==> src/rtl/approx_pkg.sv <==
// Shared definitions for the approximate-arithmetic monitors: FSM state
// encoding, default operand width and the counter/accumulator width helpers.
package approx_pkg;

  typedef enum logic [1:0] {
    IDLE = 2'd0,
    RUN  = 2'd1,
    DONE = 2'd2
  } state_e;

  localparam int DEF_W = 4;

  // Width of a counter that must hold values 0..nsamp inclusive.
  function automatic int cnt_w(input int nsamp);
    return $clog2(nsamp + 1);
  endfunction

  // Width of a sum of nsamp error distances, each at most w+1 bits wide.
  function automatic int sum_w(input int w, input int nsamp);
    return w + 1 + $clog2(nsamp + 1);
  endfunction

endpackage

==> src/rtl/approx_err_monitor_if.sv <==
// Sample stream, control and result bundle of the error monitor.
// master = sample source / result consumer, slave = the monitor itself.
interface approx_err_monitor_if
  import approx_pkg::*;
#(
  parameter int W     = DEF_W,
  parameter int NSAMP = 256
);
  localparam int CNT_W = cnt_w(NSAMP);
  localparam int SUM_W = sum_w(W, NSAMP);

  logic             START;
  logic             CLEAR;
  logic             VALID_IN;
  logic             READY_IN;
  logic [W-1:0]     A;
  logic [W-1:0]     B;
  logic [W:0]       Y_APX;
  logic             RES_VALID;
  logic             RES_READY;
  logic [CNT_W-1:0] ERR_CNT;
  logic [SUM_W-1:0] ED_SUM;
  logic [W:0]       ED_MAX;
  logic [CNT_W-1:0] SAMP_CNT;

  modport master (
    output START, CLEAR, VALID_IN, A, B, Y_APX, RES_READY,
    input  READY_IN, RES_VALID, ERR_CNT, ED_SUM, ED_MAX, SAMP_CNT
  );

  modport slave (
    input  START, CLEAR, VALID_IN, A, B, Y_APX, RES_READY,
    output READY_IN, RES_VALID, ERR_CNT, ED_SUM, ED_MAX, SAMP_CNT
  );

endinterface

==> src/rtl/approx_err_dist.sv <==
// Exact reference path: recomputes A+B and returns the unsigned distance to
// the approximate sum plus a flag for any non-zero distance.
module approx_err_dist #(
  parameter int W = 4
) (
  input  logic [W-1:0] a,
  input  logic [W-1:0] b,
  input  logic [W:0]   y_apx,
  output logic [W:0]   ed,
  output logic         err_flag
);

  logic [W:0] exact;

  // Absolute difference; both operands fit W+1 bits, so the result does too.
  always_comb begin
    exact    = {1'b0, a} + {1'b0, b};
    ed       = (exact >= y_apx) ? (exact - y_apx) : (y_apx - exact);
    err_flag = (ed != '0);
  end

endmodule

==> src/rtl/approx_err_monitor.sv <==
// Accumulates error count, error-distance sum and maximum error distance of
// an approximate adder over a window of NSAMP accepted samples, then offers
// the totals through a valid/ready handshake.
module approx_err_monitor
  import approx_pkg::*;
#(
  parameter int W     = DEF_W,
  parameter int NSAMP = 256
) (
  input logic                  clk,
  input logic                  rst_n,
  approx_err_monitor_if.slave  bus
);

  localparam int CNT_W = cnt_w(NSAMP);
  localparam int SUM_W = sum_w(W, NSAMP);
  localparam logic [CNT_W-1:0] LAST_IDX = CNT_W'(NSAMP - 1);

  state_e           state_q, state_d;
  logic             clr_acc;
  logic             accept;
  logic [W:0]       ed;
  logic             err_flag;
  logic [CNT_W-1:0] err_cnt_q;
  logic [CNT_W-1:0] samp_cnt_q;
  logic [SUM_W-1:0] ed_sum_q;
  logic [W:0]       ed_max_q;

  approx_err_dist #(.W(W)) u_dist (
    .a        (bus.A),
    .b        (bus.B),
    .y_apx    (bus.Y_APX),
    .ed       (ed),
    .err_flag (err_flag)
  );

  // Handshake outputs follow the state; CLEAR masks them in its own cycle.
  assign bus.READY_IN  = (state_q == RUN)  && !bus.CLEAR;
  assign bus.RES_VALID = (state_q == DONE) && !bus.CLEAR;

  assign bus.ERR_CNT  = err_cnt_q;
  assign bus.ED_SUM   = ed_sum_q;
  assign bus.ED_MAX   = ed_max_q;
  assign bus.SAMP_CNT = samp_cnt_q;

  // State register.
  always_ff @(posedge clk or negedge rst_n) begin
    // NOTE: sequential state uses non-blocking assignments so every register
    // samples the pre-edge values of the others, independent of block order.
    if (!rst_n) state_q <= IDLE;
    else        state_q <= state_d;
  end

  // Next-state and accumulator control; CLEAR overrides every other event.
  always_comb begin
    // NOTE: every variable gets a default before any branch, so no path can
    // leave one unassigned and infer a latch.
    state_d = state_q;
    clr_acc = 1'b0;
    accept  = 1'b0;
    if (bus.CLEAR) begin
      state_d = IDLE;
      clr_acc = 1'b1;
    end else begin
      unique case (state_q)
        IDLE: if (bus.START) begin
          state_d = RUN;
          clr_acc = 1'b1;
        end
        RUN: if (bus.VALID_IN) begin
          accept = 1'b1;
          if (samp_cnt_q == LAST_IDX) state_d = DONE;
        end
        DONE: if (bus.RES_READY) state_d = IDLE;
        default: state_d = IDLE;
      endcase
    end
  end

  // Window statistics; widths are sized so no accumulator can overflow.
  always_ff @(posedge clk or negedge rst_n) begin
    if (!rst_n) begin
      err_cnt_q  <= '0;
      ed_sum_q   <= '0;
      ed_max_q   <= '0;
      samp_cnt_q <= '0;
    end else if (clr_acc) begin
      err_cnt_q  <= '0;
      ed_sum_q   <= '0;
      ed_max_q   <= '0;
      samp_cnt_q <= '0;
    end else if (accept) begin
      err_cnt_q  <= err_cnt_q + CNT_W'(err_flag);
      ed_sum_q   <= ed_sum_q + SUM_W'(ed);
      samp_cnt_q <= samp_cnt_q + 1'b1;
      if (ed > ed_max_q) ed_max_q <= ed;
    end
  end

endmodule

==> src/flat_wrapper.sv <==
// flat-port wrapper written by rule: the top's interface ports become plain ports
module approx_err_monitor_flat import approx_pkg::*;
#(
  parameter int W     = DEF_W,
  parameter int NSAMP = 256
)
  (clk, rst_n, bus_START, bus_CLEAR, bus_VALID_IN, bus_A, bus_B, bus_Y_APX, bus_RES_READY, bus_READY_IN, bus_RES_VALID, bus_ERR_CNT, bus_ED_SUM, bus_ED_MAX, bus_SAMP_CNT);
  approx_err_monitor_if #(.W(W), .NSAMP(NSAMP)) bus_i ();
  input logic clk;
  input logic rst_n;
  input wire logic [$bits(bus_i.START)-1:0] bus_START;
  input wire logic [$bits(bus_i.CLEAR)-1:0] bus_CLEAR;
  input wire logic [$bits(bus_i.VALID_IN)-1:0] bus_VALID_IN;
  input wire logic [$bits(bus_i.A)-1:0] bus_A;
  input wire logic [$bits(bus_i.B)-1:0] bus_B;
  input wire logic [$bits(bus_i.Y_APX)-1:0] bus_Y_APX;
  input wire logic [$bits(bus_i.RES_READY)-1:0] bus_RES_READY;
  output wire logic [$bits(bus_i.READY_IN)-1:0] bus_READY_IN;
  output wire logic [$bits(bus_i.RES_VALID)-1:0] bus_RES_VALID;
  output wire logic [$bits(bus_i.ERR_CNT)-1:0] bus_ERR_CNT;
  output wire logic [$bits(bus_i.ED_SUM)-1:0] bus_ED_SUM;
  output wire logic [$bits(bus_i.ED_MAX)-1:0] bus_ED_MAX;
  output wire logic [$bits(bus_i.SAMP_CNT)-1:0] bus_SAMP_CNT;
  assign bus_i.START = bus_START;
  assign bus_i.CLEAR = bus_CLEAR;
  assign bus_i.VALID_IN = bus_VALID_IN;
  assign bus_i.A = bus_A;
  assign bus_i.B = bus_B;
  assign bus_i.Y_APX = bus_Y_APX;
  assign bus_i.RES_READY = bus_RES_READY;
  assign bus_READY_IN = bus_i.READY_IN;
  assign bus_RES_VALID = bus_i.RES_VALID;
  assign bus_ERR_CNT = bus_i.ERR_CNT;
  assign bus_ED_SUM = bus_i.ED_SUM;
  assign bus_ED_MAX = bus_i.ED_MAX;
  assign bus_SAMP_CNT = bus_i.SAMP_CNT;
  approx_err_monitor #(.W(W), .NSAMP(NSAMP)) u_core (.clk(clk), .rst_n(rst_n), .bus(bus_i));
endmodule
==> config.mk <==
export PLATFORM = sky130hd
export DESIGN_NAME = approx_err_monitor_flat
export DESIGN_NICKNAME = d
export VERILOG_FILES = /design/src/rtl/approx_pkg.sv /design/src/rtl/approx_err_monitor_if.sv /design/src/rtl/approx_err_dist.sv /design/src/rtl/approx_err_monitor.sv /design/src/flat_wrapper.sv
export SDC_FILE = /design/constraint.sdc
export NUM_CORES = 1
export LEC_CHECK = 0
export CAP_MARGIN = 10
export CORE_MARGIN = 5
export CORE_UTILIZATION = 55
export DETAILED_ROUTE_END_ITERATION = 12
export PLACE_DENSITY = 0.86
export SKIP_CTS_REPAIR_TIMING = 1
export SLEW_MARGIN = 20
export SYNTH_ARGS = -nofsm -noshare
export SYNTH_HDL_FRONTEND = slang
export SYNTH_SLANG_ARGS = --single-unit
==> constraint.sdc <==
create_clock -name clk -period 4.4 [get_ports clk]
set_input_delay 0.44 -clock clk [delete_from_list [all_inputs] [get_ports clk]]
set_output_delay 0.44 -clock clk [all_outputs]
set_load 0.01 [all_outputs]
* Word-level counts from Yosys, hierarchy flattened
Index checks and enable logic that the tools add are counted.
** Word-level totals
- Register bits after elaboration :: 39
- Logic and storage cells :: 51
- Bits of input ports :: 19
** Cells by class
- Equal/unequal tests :: 7
- Multiplexer cells :: 22
- Reductions and logical operators :: 9
- $add $sub $neg :: 6
- $lt $le $gt $ge :: 2
** Operator list (number)
- 2-to-1 mux 9 bit :: 4
- 2-to-1 mux 14 bit :: 2
- 2-to-1 mux 5 bit :: 4
- adder 14 x 5 -> 14 bit :: 1
- != test 3 bit, second input constant :: 4
- 2-to-1 mux 2 bit :: 5
- subtractor 5 bit :: 2
- adder 9 x 1 -> 9 bit :: 1
- adder 9 x 1 -> 9 bit, second input constant :: 1
- equality test 9 x 8 -> 1 bit, second input constant :: 1
- 2-to-1 mux 1 bit :: 6
- one-hot mux 2 bit (3 select lines) :: 1
- adder 4 x 4 -> 5 bit :: 1
- >= comparator 5 bit :: 1
- > comparator 5 bit :: 1
- nonzero test 5 bit :: 1
- AND reduction 4 bit :: 1
- nonzero test 2 bit :: 2
- equality test 2 x 1 -> 1 bit, second input constant :: 1
- equality test 2 bit, second input constant :: 1
- logical AND 1 bit :: 2
- logical NOT 2 bit :: 1
- AND reduction 2 bit :: 1
- logical NOT 1 bit :: 1

* Logic depth before layout (Yosys ltp)
Gate-level depths: netlist of run 1.
- Depth after elaboration :: 7
- Depth in mapped cells :: 19
- Mapped depth without buffers :: 18

* By module
From an unflattened synthesis of run 1, not the netlist that was laid out.
** Second synthesis, totals
- Cell total of the unflattened synthesis :: 299
- Area total of the unflattened synthesis :: 2831.5 um2
** By module, submodules not included
- approx_err_monitor :: times used 1, sequential area each 975.9 um2, cells each 225, area each 2189.6 um2
- approx_err_dist :: times used 1, sequential area each 0.0 um2, cells each 74, area each 641.9 um2

* Worst setup path before layout of run 1
OpenSTA, ideal clock, no wires.
- Path type :: input-to-reg
- From :: in bus_B[0]
- To :: reg u_core.ed_sum_q[11], in the netlist u_core.bus.ED_SUM[11]
- Required time :: 4.322 ns
- Path buffers :: 0
- Path slack :: 0.323 ns
- Library setup time :: 0.078 ns
- Data arrival time :: 3.999 ns
- Stages on the path :: 17
- Path through :: ha_1 fa_1 a21o_1 a21o_1 ha_1 a21oi_2 o21ai_2 nor2_2 mux2i_1 xnor2_1 inv_1 ha_1 o21ai_0 o21ai_1 a41oi_2 or3_1 a21oi_1
** Between the ends
- Longest elaborated chain between the ends :: 6
- Elaborated cells on any way between the ends :: 8
- Those cells by class :: add/sub (4); order compare (1); mux (3)
** Ends and longest elaborated chain
- start: declaration :: RTL line flat_wrapper.sv:15 : input wire logic [$bits(bus_i.B)-1:0] bus_B;
- adder 4 x 4 -> 5 bit (*) :: RTL line approx_err_dist.sv:17 : exact = {1'b0, a} + {1'b0, b};
- subtractor 5 bit / >= comparator 5 bit (equally long branches) :: RTL line approx_err_dist.sv:18 : ed = (exact >= y_apx) ? (exact - y_apx) : (y_apx - exact);
- 2-to-1 mux 5 bit (*) :: RTL line approx_err_dist.sv:18
- adder 14 x 5 -> 14 bit (*) :: RTL line approx_err_monitor.sv:94 : ed_sum_q <= ed_sum_q + SUM_W'(ed);
- 2-to-1 mux 14 bit (*) :: RTL line approx_err_monitor.sv:92 : end else if (accept) begin
- 2-to-1 mux 14 bit (*) :: RTL line approx_err_monitor.sv:87 : end else if (clr_acc) begin
- end signal: assignment :: RTL line approx_err_monitor.sv:94
- end: declaration :: RTL line approx_err_monitor.sv:26 : logic [SUM_W-1:0] ed_sum_q;
Mark *: on every way between the ends. The rest lies on a longest branch, timed or not. The select of a mux whose other input is x is not followed.
A chain may end at the register's enable or synchronous reset.

* Final worst setup path of run 1
- From :: in bus_B[0]
- To :: reg u_core.ed_max_q[3], in the netlist u_core.bus.ED_MAX[3]
** Between the ends
- Longest elaborated chain between the ends :: 6
- Elaborated cells on any way between the ends :: 11
- Those cells by class :: add/sub (3); order compare (2); mux (4); reduce/logical (2)
** Ends and longest elaborated chain
- adder 4 x 4 -> 5 bit (*) :: RTL line approx_err_dist.sv:17
- subtractor 5 bit / >= comparator 5 bit (equally long branches) :: RTL line approx_err_dist.sv:18
- 2-to-1 mux 5 bit (*) :: RTL line approx_err_dist.sv:18
- > comparator 5 bit / 2-to-1 mux 5 bit (equally long branches) :: RTL line approx_err_monitor.sv:96 : if (ed > ed_max_q) ed_max_q <= ed;
- nonzero test 2 bit (no line) / 2-to-1 mux 5 bit (equally long branches)
- AND reduction 2 bit (no line) / 2-to-1 mux 5 bit (equally long branches)
- end signal: assignment :: RTL line approx_err_monitor.sv:85 : ed_max_q <= '0;
- end signal: assignment :: RTL line approx_err_monitor.sv:90 : ed_max_q <= '0;
- end signal: assignment :: RTL line approx_err_monitor.sv:96
- end: declaration :: RTL line approx_err_monitor.sv:27 : logic [W:0] ed_max_q;
Marked as above.

==> Implementation_results.wiki, run 1 <==
{| class="wikitable"
! Metric !! Value
|-
| Die extent in x || 80.31 um
|-
| Remaining antenna violation count || 0
|-
| Data required, critical path || 4.56 ns
|-
| Kind of capture point of the worst setup path || register
|-
| Sum of negative setup slack || 0 ns
|-
| CP startpoint kind || primary input
|-
| Fraction of power consumed by sequential logic || 0.326
|-
| Setup repair after global routing missed its margin || no
|-
| Die outline area || 6450 um2
|-
| Relative contribution of the clock network to total power || 0.249
|-
| Power per cell area || 324.5 nW/um2
|-
| Result of the run || finished clean
|-
| Synth Area in Adders || 0.1417
|-
| Worst slew margin relative to its limit || 0.4346
|-
| Multiplexer area fraction after synthesis || 0.03313
|-
| Cell with the largest stage delay on the worst path || sky130_fd_sc_hd__ha_2
|-
| R2r endpoint || u_core.bus.ED_MAX[3]
|-
| Max-slew violation count || 0
|-
| Area of the mapped netlist || 2719 um2
|-
| Register-to-register path setup slack || 2.01 ns
|-
| Register bit count reported by yosys || 39
|-
| Critical Path AT || 4.31 ns
|-
| Crit-path max cell delay || 0.43 ns
|-
| Starting density of the core || 0.5718
|-
| Internal power || 0.7833 mW
|-
| WL per Instance || 14.87 um
|-
| Number of nets at the end of the flow || 419
|-
| Half-perimeter wire length of the detailed placement result || 4978 um
|-
| Via density per instance || 5.499
|-
| Async set-reset flop share out of synthesis || 1.000
|-
| Fraction of met1 tracks used by global routing || 0.2645
|-
| GR Util met2 || 0.3841
|-
| Predominant post-synthesis flop cell || sky130_fd_sc_hd__dfrtp_1
|-
| Fraction of final layout cells sized beyond drive strength 1 || 0.1452
|-
| Share of the synthesized area in compound gates (AO/OA/AOI/OAI) || 0.1537
|-
| Number of iterations in the first detailed-routing pass || 4
|-
| Skew-Pair Late Insertion Delay || 0.29 ns
|-
| Busiest layer in global routing || met2
|-
| Sum of overflow across all layers after global routing || 0
|-
| Buffer cell driving the clock tree root || sky130_fd_sc_hd__clkbuf_8
|-
| Total routing usage reported by global routing || 0.2142
|-
| Number of placed instances with taps included || 431
|-
| Yosys Warn Count || 0
|-
| Share of the yosys chip area belonging to registers || 0.3590
|-
| Count of flip-flops with a built-in enable after synthesis || 0
|-
| Buffers on Ports || 57
|-
| Share of the clock period used by the worst path after layout || 0.9424
|-
| Vias in the first global route || 2442
|-
| Library cells used by synthesis || 49
|-
| Final worst path period need || 4.147 ns
|-
| Maximum number of pins on one net before global-route repair || 40
|-
| Area growth, synth to finish || 34.65%
|-
| Clock buffer count from CTS || 5
|-
| DRC violation count after routing || 0
|-
| GP Congestion || 0.8371
|-
| Dominant cell type by area after synthesis || sky130_fd_sc_hd__dfrtp_1
|-
| Setup Crit Path Kind || in2reg
|-
| Worst setup margin || 0.2533 ns
|-
| Peak ir drop on the vdd network || 0.0002239 V
|-
| Number of buffers between clock root and the deepest sink || 2
|-
| Parity-gate share of the synthesized area counting xor and xnor cells || 0.07731
|-
| H-tree depth || 2
|-
| Setup Skew || 0.008519 ns
|-
| Y dimension of the die || 80.31 um
|-
| Critical path cell sequence || clkdlybuf4s50_1 -> ha_1 -> fa_2 -> xor2_1 -> ha_2 -> nand3b_1 -> a21oi_2 -> nor2_2 -> nor3_1 -> a31oi_1 -> xnor2_1 -> inv_1 -> ha_1 -> inv_1 -> a2111oi_2 -> nor3_1 -> a311o_1 -> buf_4 -> mux2i_1
|-
| R2R depth || 7
|-
| Reg-to-Reg Start || u_core.bus.ED_MAX[2]
|-
| Simple-Gate Fraction of Synth Area || 0.1924
|-
| Switch Pwr || 0.4049 mW
|-
| Number of diodes added for antenna fixing || 0
|-
| Pin slew with the least headroom to its limit || 0.8482 ns
|-
| Fin cells || 439
|-
| Total via count after detailed routing || 2414
|-
| Portion of total power attributed to combinational logic || 0.426
|-
| Area share of the leading cell type in the synthesized netlist || 0.3590
|-
| Final wirelength || 6526 um
|-
| CTS tree || built
|-
| Fill cell count || 335
|-
| Clock tree sinks || 39
|-
| Share of the core filled with cells || 0.7700
|-
| Share of total power consumed by net switching || 0.3408
|-
| Average size of a mapped cell || 9.311 um2
|-
| Starting DRC count in detailed routing || 89
|-
| Met3 usage || 0.03812
|-
| Initial antenna violation count || 0
|-
| # Max-Cap Violations || 0
|-
| Count of endpoints failing hold in the final timing report || 0
|-
| Highest attainable clock frequency || 241.2 MHz
|-
| CTS clk-pin slew, worst paths || 0.08 ns
|-
| Total I/O pin count || 58
|-
| Count of mapped cells out of synthesis || 292
|-
| Worst setup slack after placement || -0.1928 ns
|-
| Top area cells in the synthesized netlist || sky130_fd_sc_hd__dfrtp_1 36%, sky130_fd_sc_hd__ha_1 12%, sky130_fd_sc_hd__xor2_1 5.8%
|-
| Final setup violation count || 0
|-
| Class of the most critical hold timing path || in2async
|-
| Mapped Nets || 340
|-
| Critical-path maximum fanout || 8
|-
| Leakage power figure || 1.679 nW
|-
| Dominant combinational cell family by area after synthesis || simple AND/OR/NAND/NOR gates
|-
| Total core area || 4755 um2
|-
| Cell row count || 25
|-
| First-pass GRT wire length || 10910 um
|-
| Most common library cells after synthesis || 39 x sky130_fd_sc_hd__dfrtp_1, 39 x sky130_fd_sc_hd__nand2_1, 26 x sky130_fd_sc_hd__ha_1, 21 x sky130_fd_sc_hd__inv_1, 21 x sky130_fd_sc_hd__nor2_1
|}
-- layout make-up --
type	count	area, um2	share of cell area
Timing Repair Buffer	78	723.2	0.1975
Sequential cell	39	975.9	0.2666
Tap cell	67	83.83	0.02290
Clock inverter	3	43.79	0.01196
Multi-Input combinational cell	226	1687	0.4607
Inverter	21	78.83	0.02153
Clock buffer	5	68.82	0.01880
-- layer usage --
metal	part of all wire	wire, um	vias to the layer above
met5	0	0	-
met4	0.013	85	0
met3	0.050	325	8
met2	0.51	3327	67
met1	0.43	2786	1157
li1	-	-	1182
-- cell usage in the layout, fill, tap and decap left out, drive strengths merged, types with 6 or more instances in the layout --
cell and count:
mux2i 9, buf 22, clkdlybuf4s50 56, xor2 18, o21ai 16, nand2 40
ha 26, nor2 22, dfrtp 39, inv 21, a21oi 15, and3 8
xnor2 6, nand4 6
-- worst max-delay path by stage --
stage	startpoint	end	slack, ns
final	bus_B[0]	u_core.bus.ED_MAX[3]	0.25
after global routing	bus_B[1]	u_core.bus.ED_MAX[3]	0.003
after CTS	bus_B[0]	u_core.bus.ED_MAX[3]	0.07
after detailed placement	bus_B[0]	u_core.bus.ED_MAX[3]	-0.19
after global placement	bus_B[0]	u_core.bus.ED_MAX[0]	-0.1
after floorplan	bus_B[0]	u_core.bus.ED_SUM[11]	0.32
-- stage by stage --
step | hold WS [ns] | total power [mW] | cell area [um2]
6_report | 0.2507 | 1.188 | 3661
5_1_grt | 0.3207 | 1.267 | 3661
4_1_cts | 0.2764 | 1.162 | 3601
3_5_place_dp | 0.5104 | 0.8642 | 3488
3_3_place_gp | 0.4992 | 0.8470 | 3488
2_1_floorplan | 0.1444 | 0.6845 | 2719
-- registers in the layout (all words and copies together) (netlist names) --
name / cells
u_core.bus.ED_SUM: 14
u_core.bus.ERR_CNT: 9
u_core.bus.SAMP_CNT: 9
u_core.bus.ED_MAX: 5
u_core.state_q: 2
-- cells by family (layout without fill, tap and decap cells) --
logic type               after synthesis  in the layout
AO/OA/AOI/OAI                         58             58
XOR/XNOR                              24             24
adder cells (fa/ha/maj)               29             29
buffers and inverters                 27            107
flip-flops                            39             39
multiplexers                           9              9
AND/OR/NAND/NOR                      106            106
-- power groups by stage --
stage | combinational, mW | clock [mW] | sequential [mW]
6_report | 0.506 | 0.295 | 0.387
5_1_grt | 0.560 | 0.317 | 0.389
4_1_cts | 0.476 | 0.299 | 0.386
3_5_place_dp | 0.472 | 0 | 0.393
3_3_place_gp | 0.454 | 0 | 0.393
2_1_floorplan | 0.290 | 0 | 0.395
-- critical path: cells and delay by family --
family	cells	cell delay (ns)
xor gates and xnor gates	2	0.42
adders and majority gates	4	1.31
muxes	1	0.12
AOI/OAI and AO/OA	4	0.84
buffers and inverters	4	0.71
and+or+nand+nor	4	0.46
No activity file was read; power rests on OpenSTA's default activity.
==> inputs of run 2 (changes only) <==
==> constraint.sdc (replaced) <==
create_clock -name clk -period 4.4 [get_ports clk]
set_input_delay 0.66 -clock clk [delete_from_list [all_inputs] [get_ports clk]]
set_output_delay 0.66 -clock clk [all_outputs]
set_load 0.01 [all_outputs]
==> run 2 against run 1 <==
Routed wire length up 24%. First-iteration DRC count up 69%. Register-to-register slack worse by 0.09 ns. Count of clock-buffer cells in the layout up 1. Highest routed layer unchanged. Die area unchanged. The run now ends with setup timing left. Clock skew down 0.0013 ns.
==> Implementation_results.wiki, run 2 (same netlist as run 1, synthesis figures left out) <==
{| class="wikitable"
! Metric !! Value
|-
| Fraction of final layout cells sized beyond drive strength 1 || 0.2148
|-
| DRC violation count after routing || 0
|-
| Die outline area || 6450 um2
|-
| Setup crit start || bus_B[1]
|-
| Share of the clock period used by the worst path after layout || 1.013
|-
| R2R depth || 7
|-
| Setup Crit Path Kind || in2reg
|-
| Number of diodes added for antenna fixing || 0
|-
| Vias in the first global route || 2510
|-
| Total via count after detailed routing || 2633
|-
| Number of buffers between clock root and the deepest sink || 2
|-
| Critical-path maximum fanout || 8
|-
| Most frequent standard cell in the layout excluding fill and tap cells || sky130_fd_sc_hd__clkdlybuf4s50_1
|-
| H-tree depth || 2
|-
| Peak ir drop on the vdd network || 0.0002030 V
|-
| Highest attainable clock frequency || 224.3 MHz
|-
| Total I/O pin count || 58
|-
| Result of the run || complete, but fails checks
|-
| Data required, critical path || 4.62 ns
|-
| Cell row count || 25
|-
| Y dimension of the die || 80.31 um
|-
| CTS clk-pin slew, worst paths || 0.09 ns
|-
| Initial antenna violation count || 0
|-
| Multi-input gate area || 1808 um2
|-
| CTS tree || built
|-
| WL per Instance || 17.62 um
|-
| Combined flip-flop and latch cell area || 975.9 um2
|-
| Area growth, synth to finish || 43.53%
|-
| Min Hold Slack || 0.4719 ns
|-
| Via density per instance || 5.749
|-
| Clock tree sinks || 39
|-
| Critical path cell sequence || clkdlybuf4s50_1 -> fa_2 -> xor2_1 -> ha_4 -> buf_4 -> nor2b_1 -> o21ai_0 -> a31oi_1 -> xnor2_1 -> inv_1 -> ha_4 -> inv_2 -> a2111oi_4 -> nor3_2 -> a311o_1 -> buf_4 -> mux2i_2
|-
| Highest-count cells in the layout ignoring fill and taps || 54 x sky130_fd_sc_hd__clkdlybuf4s50_1, 40 x sky130_fd_sc_hd__buf_4, 39 x sky130_fd_sc_hd__dfrtp_1
|-
| Portion of total power attributed to combinational logic || 0.518
|-
| Pin slew with the least headroom to its limit || 0.8904 ns
|-
| Buffer cell driving the clock tree root || sky130_fd_sc_hd__clkbuf_8
|-
| Share of total power consumed by net switching || 0.3804
|-
| Relative contribution of the clock network to total power || 0.190
|-
| Critical Path AT || 4.68 ns
|-
| Leakage power figure || 1.785 nW
|-
| Number of nets at the end of the flow || 438
|-
| Internal power || 0.8219 mW
|-
| PnR Total Power || 1.327 mW
|-
| Worst slew margin relative to its limit || 0.4064
|-
| Setup Skew || 0.007247 ns
|-
| Total placed instance area || 3593 um2
|-
| Total core area || 4755 um2
|-
| First-pass GRT wire length || 11470 um
|-
| Number of iterations in the first detailed-routing pass || 4
|-
| Half-perimeter wire length of the detailed placement result || 5301 um
|-
| Number of stages on the worst setup path || 17
|-
| GP Congestion || 0.7964
|-
| Final worst path period need || 4.457 ns
|-
| Starting density of the core || 0.5718
|-
| Family of cells with the greatest summed delay on the critical path || compound AO/OA/AOI/OAI gates
|-
| Worst setup margin || -0.05740 ns
|-
| Power per cell area || 339.9 nW/um2
|-
| Sum of overflow across all layers after global routing || 0
|-
| Met3 usage || 0.04036
|-
| Reg-to-Reg Start || u_core.bus.ED_MAX[2]
|-
| Total routing usage reported by global routing || 0.2257
|-
| Switch Pwr || 0.5046 mW
|-
| Number of placed instances with taps included || 445
|-
| Final wirelength || 8070 um
|-
| Maximum number of pins on one net before global-route repair || 40
|-
| Crit-path max cell delay || 0.46 ns
|-
| Register-to-register path setup slack || 1.92 ns
|-
| Count of endpoints failing hold in the final timing report || 0
|-
| Die extent in x || 80.31 um
|-
| Class of the most critical hold timing path || in2async
|-
| Number of buffers and inverters on the critical path || 5
|-
| Design Area, Final || 3902 um2
|-
| Failing checks || setup timing
|-
| Skew-Pair Late Insertion Delay || 0.31 ns
|-
| Cell with the largest stage delay on the worst path || sky130_fd_sc_hd__clkdlybuf4s50_1
|-
| Remaining antenna violation count || 0
|-
| GR Util met2 || 0.4073
|-
| Fraction of power consumed by sequential logic || 0.293
|-
| Fill cell count || 269
|-
| Starting DRC count in detailed routing || 150
|-
| Flip-flop count of the largest register, all copies and words added || 14
|-
| Clock buffer count from CTS || 5
|-
| Fraction of met1 tracks used by global routing || 0.2651
|-
| # Max-Cap Violations || 0
|-
| CP startpoint kind || primary input
|-
| Buffers on Ports || 57
|-
| Kind of capture point of the worst setup path || register
|-
| Fin cells || 458
|-
| Final setup violation count || 5
|-
| Busiest layer in global routing || met2
|-
| Max-slew violation count || 0
|}
## run 2: metal layers
| layer | part of all wire | up-vias | routed length, um |
|---|---|---|---|
| met5 | 0 | - | 0 |
| met4 | 0.039 | 0 | 316 |
| met3 | 0.061 | 33 | 493 |
| met2 | 0.51 | 112 | 4103 |
| met1 | 0.39 | 1269 | 3157 |
| li1 | - | 1219 | - |
## run 2: worst register-to-register path, cell delays in order, from the launching register on
cell and delay, ns:
sky130_fd_sc_hd__dfrtp_1 0.51, sky130_fd_sc_hd__a2111oi_1 0.76, sky130_fd_sc_hd__a2111oi_4 0.11, sky130_fd_sc_hd__a2111oi_4 0.29, sky130_fd_sc_hd__nor3_2 0.09, sky130_fd_sc_hd__a311o_1 0.31
sky130_fd_sc_hd__buf_4 0.16, sky130_fd_sc_hd__mux2i_2 0.18
## run 2: power by group through the flow
stage / logic, mW / registers (mW) / clock network (mW)
after global routing: 0.734 / 0.390 / 0.267
after CTS: 0.525 / 0.386 / 0.248
after global placement: 0.496 / 0.392 / 0
after detailed placement: 0.520 / 0.393 / 0
final: 0.687 / 0.388 / 0.252
after floorplan: 0.290 / 0.395 / 0
## run 2: path summary, 6_finish.rpt
path / endpoint
setup / recovery: u_core.bus.ED_MAX[1]
hold / removal: u_core.bus.ED_SUM[11]
setup reg to reg: u_core.bus.ED_MAX[1]
hold reg to reg: u_core.bus.ED_SUM[6]
max in group asynchronous: u_core.bus.ED_SUM[1]
min in group clk: u_core.bus.ED_SUM[6]
## run 2: cell type report
class,count,share of cell area
Tap cell,67,0.02148
Clock buffer,6,0.01860
Timing Repair Buffer,97,0.2231
Multi-Input combinational cell,226,0.4633
Clock inverter,2,0.003206
Inverter,21,0.02020
Sequential cell,39,0.2501
## run 2: through the flow
stage / TNS, ns / worst slack, ns / utilization
global placement: -2.733 / -0.2915 / 0.7558
floorplan: 0 / 0.1031 / -
CTS: -1.016 / -0.1632 / 0.7737
global route: -1.714 / -0.2072 / 0.8208
detailed placement: -4.626 / -0.4280 / 0.7558
finish: -0.1717 / -0.05740 / 0.8208
==> inputs of run 3 (changes only) <==
--- a/config.mk
+++ b/config.mk
@@ -6,10 +6,10 @@
 export NUM_CORES = 1
 export LEC_CHECK = 0
 export CAP_MARGIN = 10
-export CORE_MARGIN = 5
-export CORE_UTILIZATION = 55
+export CORE_MARGIN = 3
+export CORE_UTILIZATION = 51
 export DETAILED_ROUTE_END_ITERATION = 12
-export PLACE_DENSITY = 0.86
+export PLACE_DENSITY = 0.81
 export SKIP_CTS_REPAIR_TIMING = 1
 export SLEW_MARGIN = 20
 export SYNTH_ARGS = -nofsm -noshare
==> constraint.sdc (replaced) <==
create_clock -name clk -period 4.7 [get_ports clk]
set_input_delay 0.705 -clock clk [delete_from_list [all_inputs] [get_ports clk]]
set_output_delay 0.705 -clock clk [all_outputs]
set_load 0.01 [all_outputs]
==> run 3 against run 2 <==
The flow now finishes without violations. Global-route usage fell by 1.0 points. Core utilization shrank 9.1 points. Non-clock buffer count is 21 lower. Routed wire length down 20%. Cell area fell by 7.5%. Worst setup slack improved by 0.22 ns.
==> Implementation_results.wiki, run 3 (same netlist as run 1, synthesis figures left out) <==
{| class="wikitable"
! Metric !! Value
|-
| Pin slew with the least headroom to its limit || 0.8632 ns
|-
| Critical Path AT || 4.74 ns
|-
| DRC violation count after routing || 0
|-
| Setup Crit Path Kind || in2reg
|-
| Combined flip-flop and latch cell area || 975.9 um2
|-
| Cell row count || 25
|-
| Fraction of final layout cells sized beyond drive strength 1 || 0.1270
|-
| Y dimension of the die || 79.02 um
|-
| Sum of overflow across all layers after global routing || 0
|-
| Final setup violation count || 0
|-
| Die outline area || 6243 um2
|-
| Result of the run || finished clean
|-
| Most frequent standard cell in the layout excluding fill and tap cells || sky130_fd_sc_hd__clkdlybuf4s50_1
|-
| CTS tree || built
|-
| Die extent in x || 79.02 um
|-
| Share of the clock period used by the worst path after layout || 0.9650
|-
| Power per cell area || 297.5 nW/um2
|-
| Via density per instance || 5.542
|-
| Setup Skew || 0.009966 ns
|-
| First-pass GRT wire length || 10920 um
|-
| Clock buffer count from CTS || 5
|-
| Total I/O pin count || 58
|-
| Min Hold Slack || 0.5160 ns
|-
| Critical-path maximum fanout || 7
|-
| Leakage power figure || 1.658 nW
|-
| Buffer cell driving the clock tree root || sky130_fd_sc_hd__clkbuf_8
|-
| Remaining antenna violation count || 0
|-
| Starting DRC count in detailed routing || 93
|-
| Starting density of the core || 0.5501
|-
| Sum of negative setup slack || 0 ns
|-
| CTS clk-pin slew, worst paths || 0.08 ns
|-
| Total core area || 4942 um2
|-
| Setup repair after global routing missed its margin || no
|-
| Number of nets at the end of the flow || 417
|-
| Buffers on Ports || 57
|-
| Final worst path period need || 4.535 ns
|-
| Initial antenna violation count || 0
|-
| Maximum number of pins on one net before global-route repair || 40
|-
| Peak ir drop on the vdd network || 0.0001764 V
|-
| Clock tree sinks || 39
|-
| Fill cell count || 400
|-
| Number of buffers between clock root and the deepest sink || 2
|-
| CP startpoint kind || primary input
|-
| Total via count after detailed routing || 2422
|-
| Vias in the first global route || 2377
|-
| Area growth, synth to finish || 32.72%
|-
| Worst setup margin || 0.1646 ns
|-
| H-tree depth || 2
|-
| Skew-Pair Late Insertion Delay || 0.30 ns
|-
| Flip-flop count of the largest register, all copies and words added || 14
|-
| Number of diodes added for antenna fixing || 0
|-
| Kind of capture point of the worst setup path || register
|-
| # Max-Cap Violations || 0
|-
| WL per Instance || 14.76 um
|-
| Data required, critical path || 4.91 ns
|-
| Multi-input gate area || 1658 um2
|-
| Max-slew violation count || 0
|-
| Final wirelength || 6451 um
|-
| Number of iterations in the first detailed-routing pass || 4
|-
| Worst setup slack after placement || -0.1942 ns
|-
| Count of endpoints failing hold in the final timing report || 0
|-
| Highest attainable clock frequency || 220.5 MHz
|-
| Highest-count cells in the layout ignoring fill and taps || 56 x sky130_fd_sc_hd__clkdlybuf4s50_1, 39 x sky130_fd_sc_hd__nand2_1, 39 x sky130_fd_sc_hd__dfrtp_1
|-
| Total routing usage reported by global routing || 0.2154
|-
| Half-perimeter wire length of the detailed placement result || 4890 um
|-
| Worst slew margin relative to its limit || 0.4245
|-
| Class of the most critical hold timing path || in2async
|-
| GP Congestion || 0.8279
|}
==> run 3: final cells by class <==
| cell class | count | area share |
|---|---|---|
| clock inverter | 1 | 0.002080 |
| sequential | 39 | 0.2705 |
| timing repair buffer | 76 | 0.1963 |
| inverter | 21 | 0.02184 |
| clock buffer | 7 | 0.02670 |
| tap | 67 | 0.02323 |
| multi-input combinational | 226 | 0.4594 |
==> run 3: final timing paths <==
check | startpoint | to | slack, ns | depth (start not counted)
setup reg to reg | u_core.state_q[1] | u_core.bus.ED_SUM[13] | 2.40 | 7
max in group asynchronous | rst_n | u_core.bus.ED_SUM[0] | 3.64 | 1
hold / removal | rst_n | u_core.bus.ED_SUM[6] | 0.52 | 1
min in group clk | u_core.bus.ED_SUM[6] | u_core.bus.ED_SUM[6] | 0.53 | 1
hold reg to reg | u_core.bus.ED_SUM[6] | u_core.bus.ED_SUM[6] | 0.53 | 1
setup / recovery | bus_B[0] | u_core.bus.ED_SUM[13] | 0.16 | 18
==> run 3: critical path: stages <==
cell and delay, ns:
sky130_fd_sc_hd__clkdlybuf4s50_1 0.40, sky130_fd_sc_hd__ha_2 0.20, sky130_fd_sc_hd__fa_2 0.35, sky130_fd_sc_hd__a21o_1 0.18
sky130_fd_sc_hd__a21o_1 0.18, sky130_fd_sc_hd__ha_1 0.32, sky130_fd_sc_hd__a21oi_2 0.22, sky130_fd_sc_hd__o21ai_2 0.09
sky130_fd_sc_hd__nor2_2 0.16, sky130_fd_sc_hd__mux2i_1 0.26, sky130_fd_sc_hd__xnor2_1 0.16, sky130_fd_sc_hd__inv_1 0.10
sky130_fd_sc_hd__ha_4 0.29, sky130_fd_sc_hd__o21ai_0 0.08, sky130_fd_sc_hd__o21ai_1 0.29, sky130_fd_sc_hd__a41oi_4 0.21
sky130_fd_sc_hd__or3_1 0.37, sky130_fd_sc_hd__a21oi_1 0.17
==> run 3: per-layer routing <==
layer | global-route usage | vias to the layer above | routed length (um) | part of all wire
li1 | - | 1172 | - | -
met1 | 0.2647 | 1188 | 2895 | 0.45
met2 | 0.3830 | 51 | 3222 | 0.50
met3 | 0.03628 | 11 | 241 | 0.037
met4 | 0.06873 | 0 | 92 | 0.014
met5 | 0 | - | 0 | 0
==> run 3: per-stage QoR <==
stage | std cells | area, um2 | power [mW] | util
after floorplan | 292 | 2719 | 0.6408 | -
after global routing | 437 | 3608 | 1.139 | 0.7301
final | 437 | 3608 | 1.074 | 0.7301
after global placement | 429 | 3473 | 0.7870 | 0.7028
after CTS | 437 | 3577 | 1.057 | 0.7238
after detailed placement | 429 | 3473 | 0.8007 | 0.7028
==> run 3: report_power, final <==
part / switching [mW] / internal [mW]
clock: 0.122 / 0.134
combinational: 0.237 / 0.219
sequential: 0.0156 / 0.347
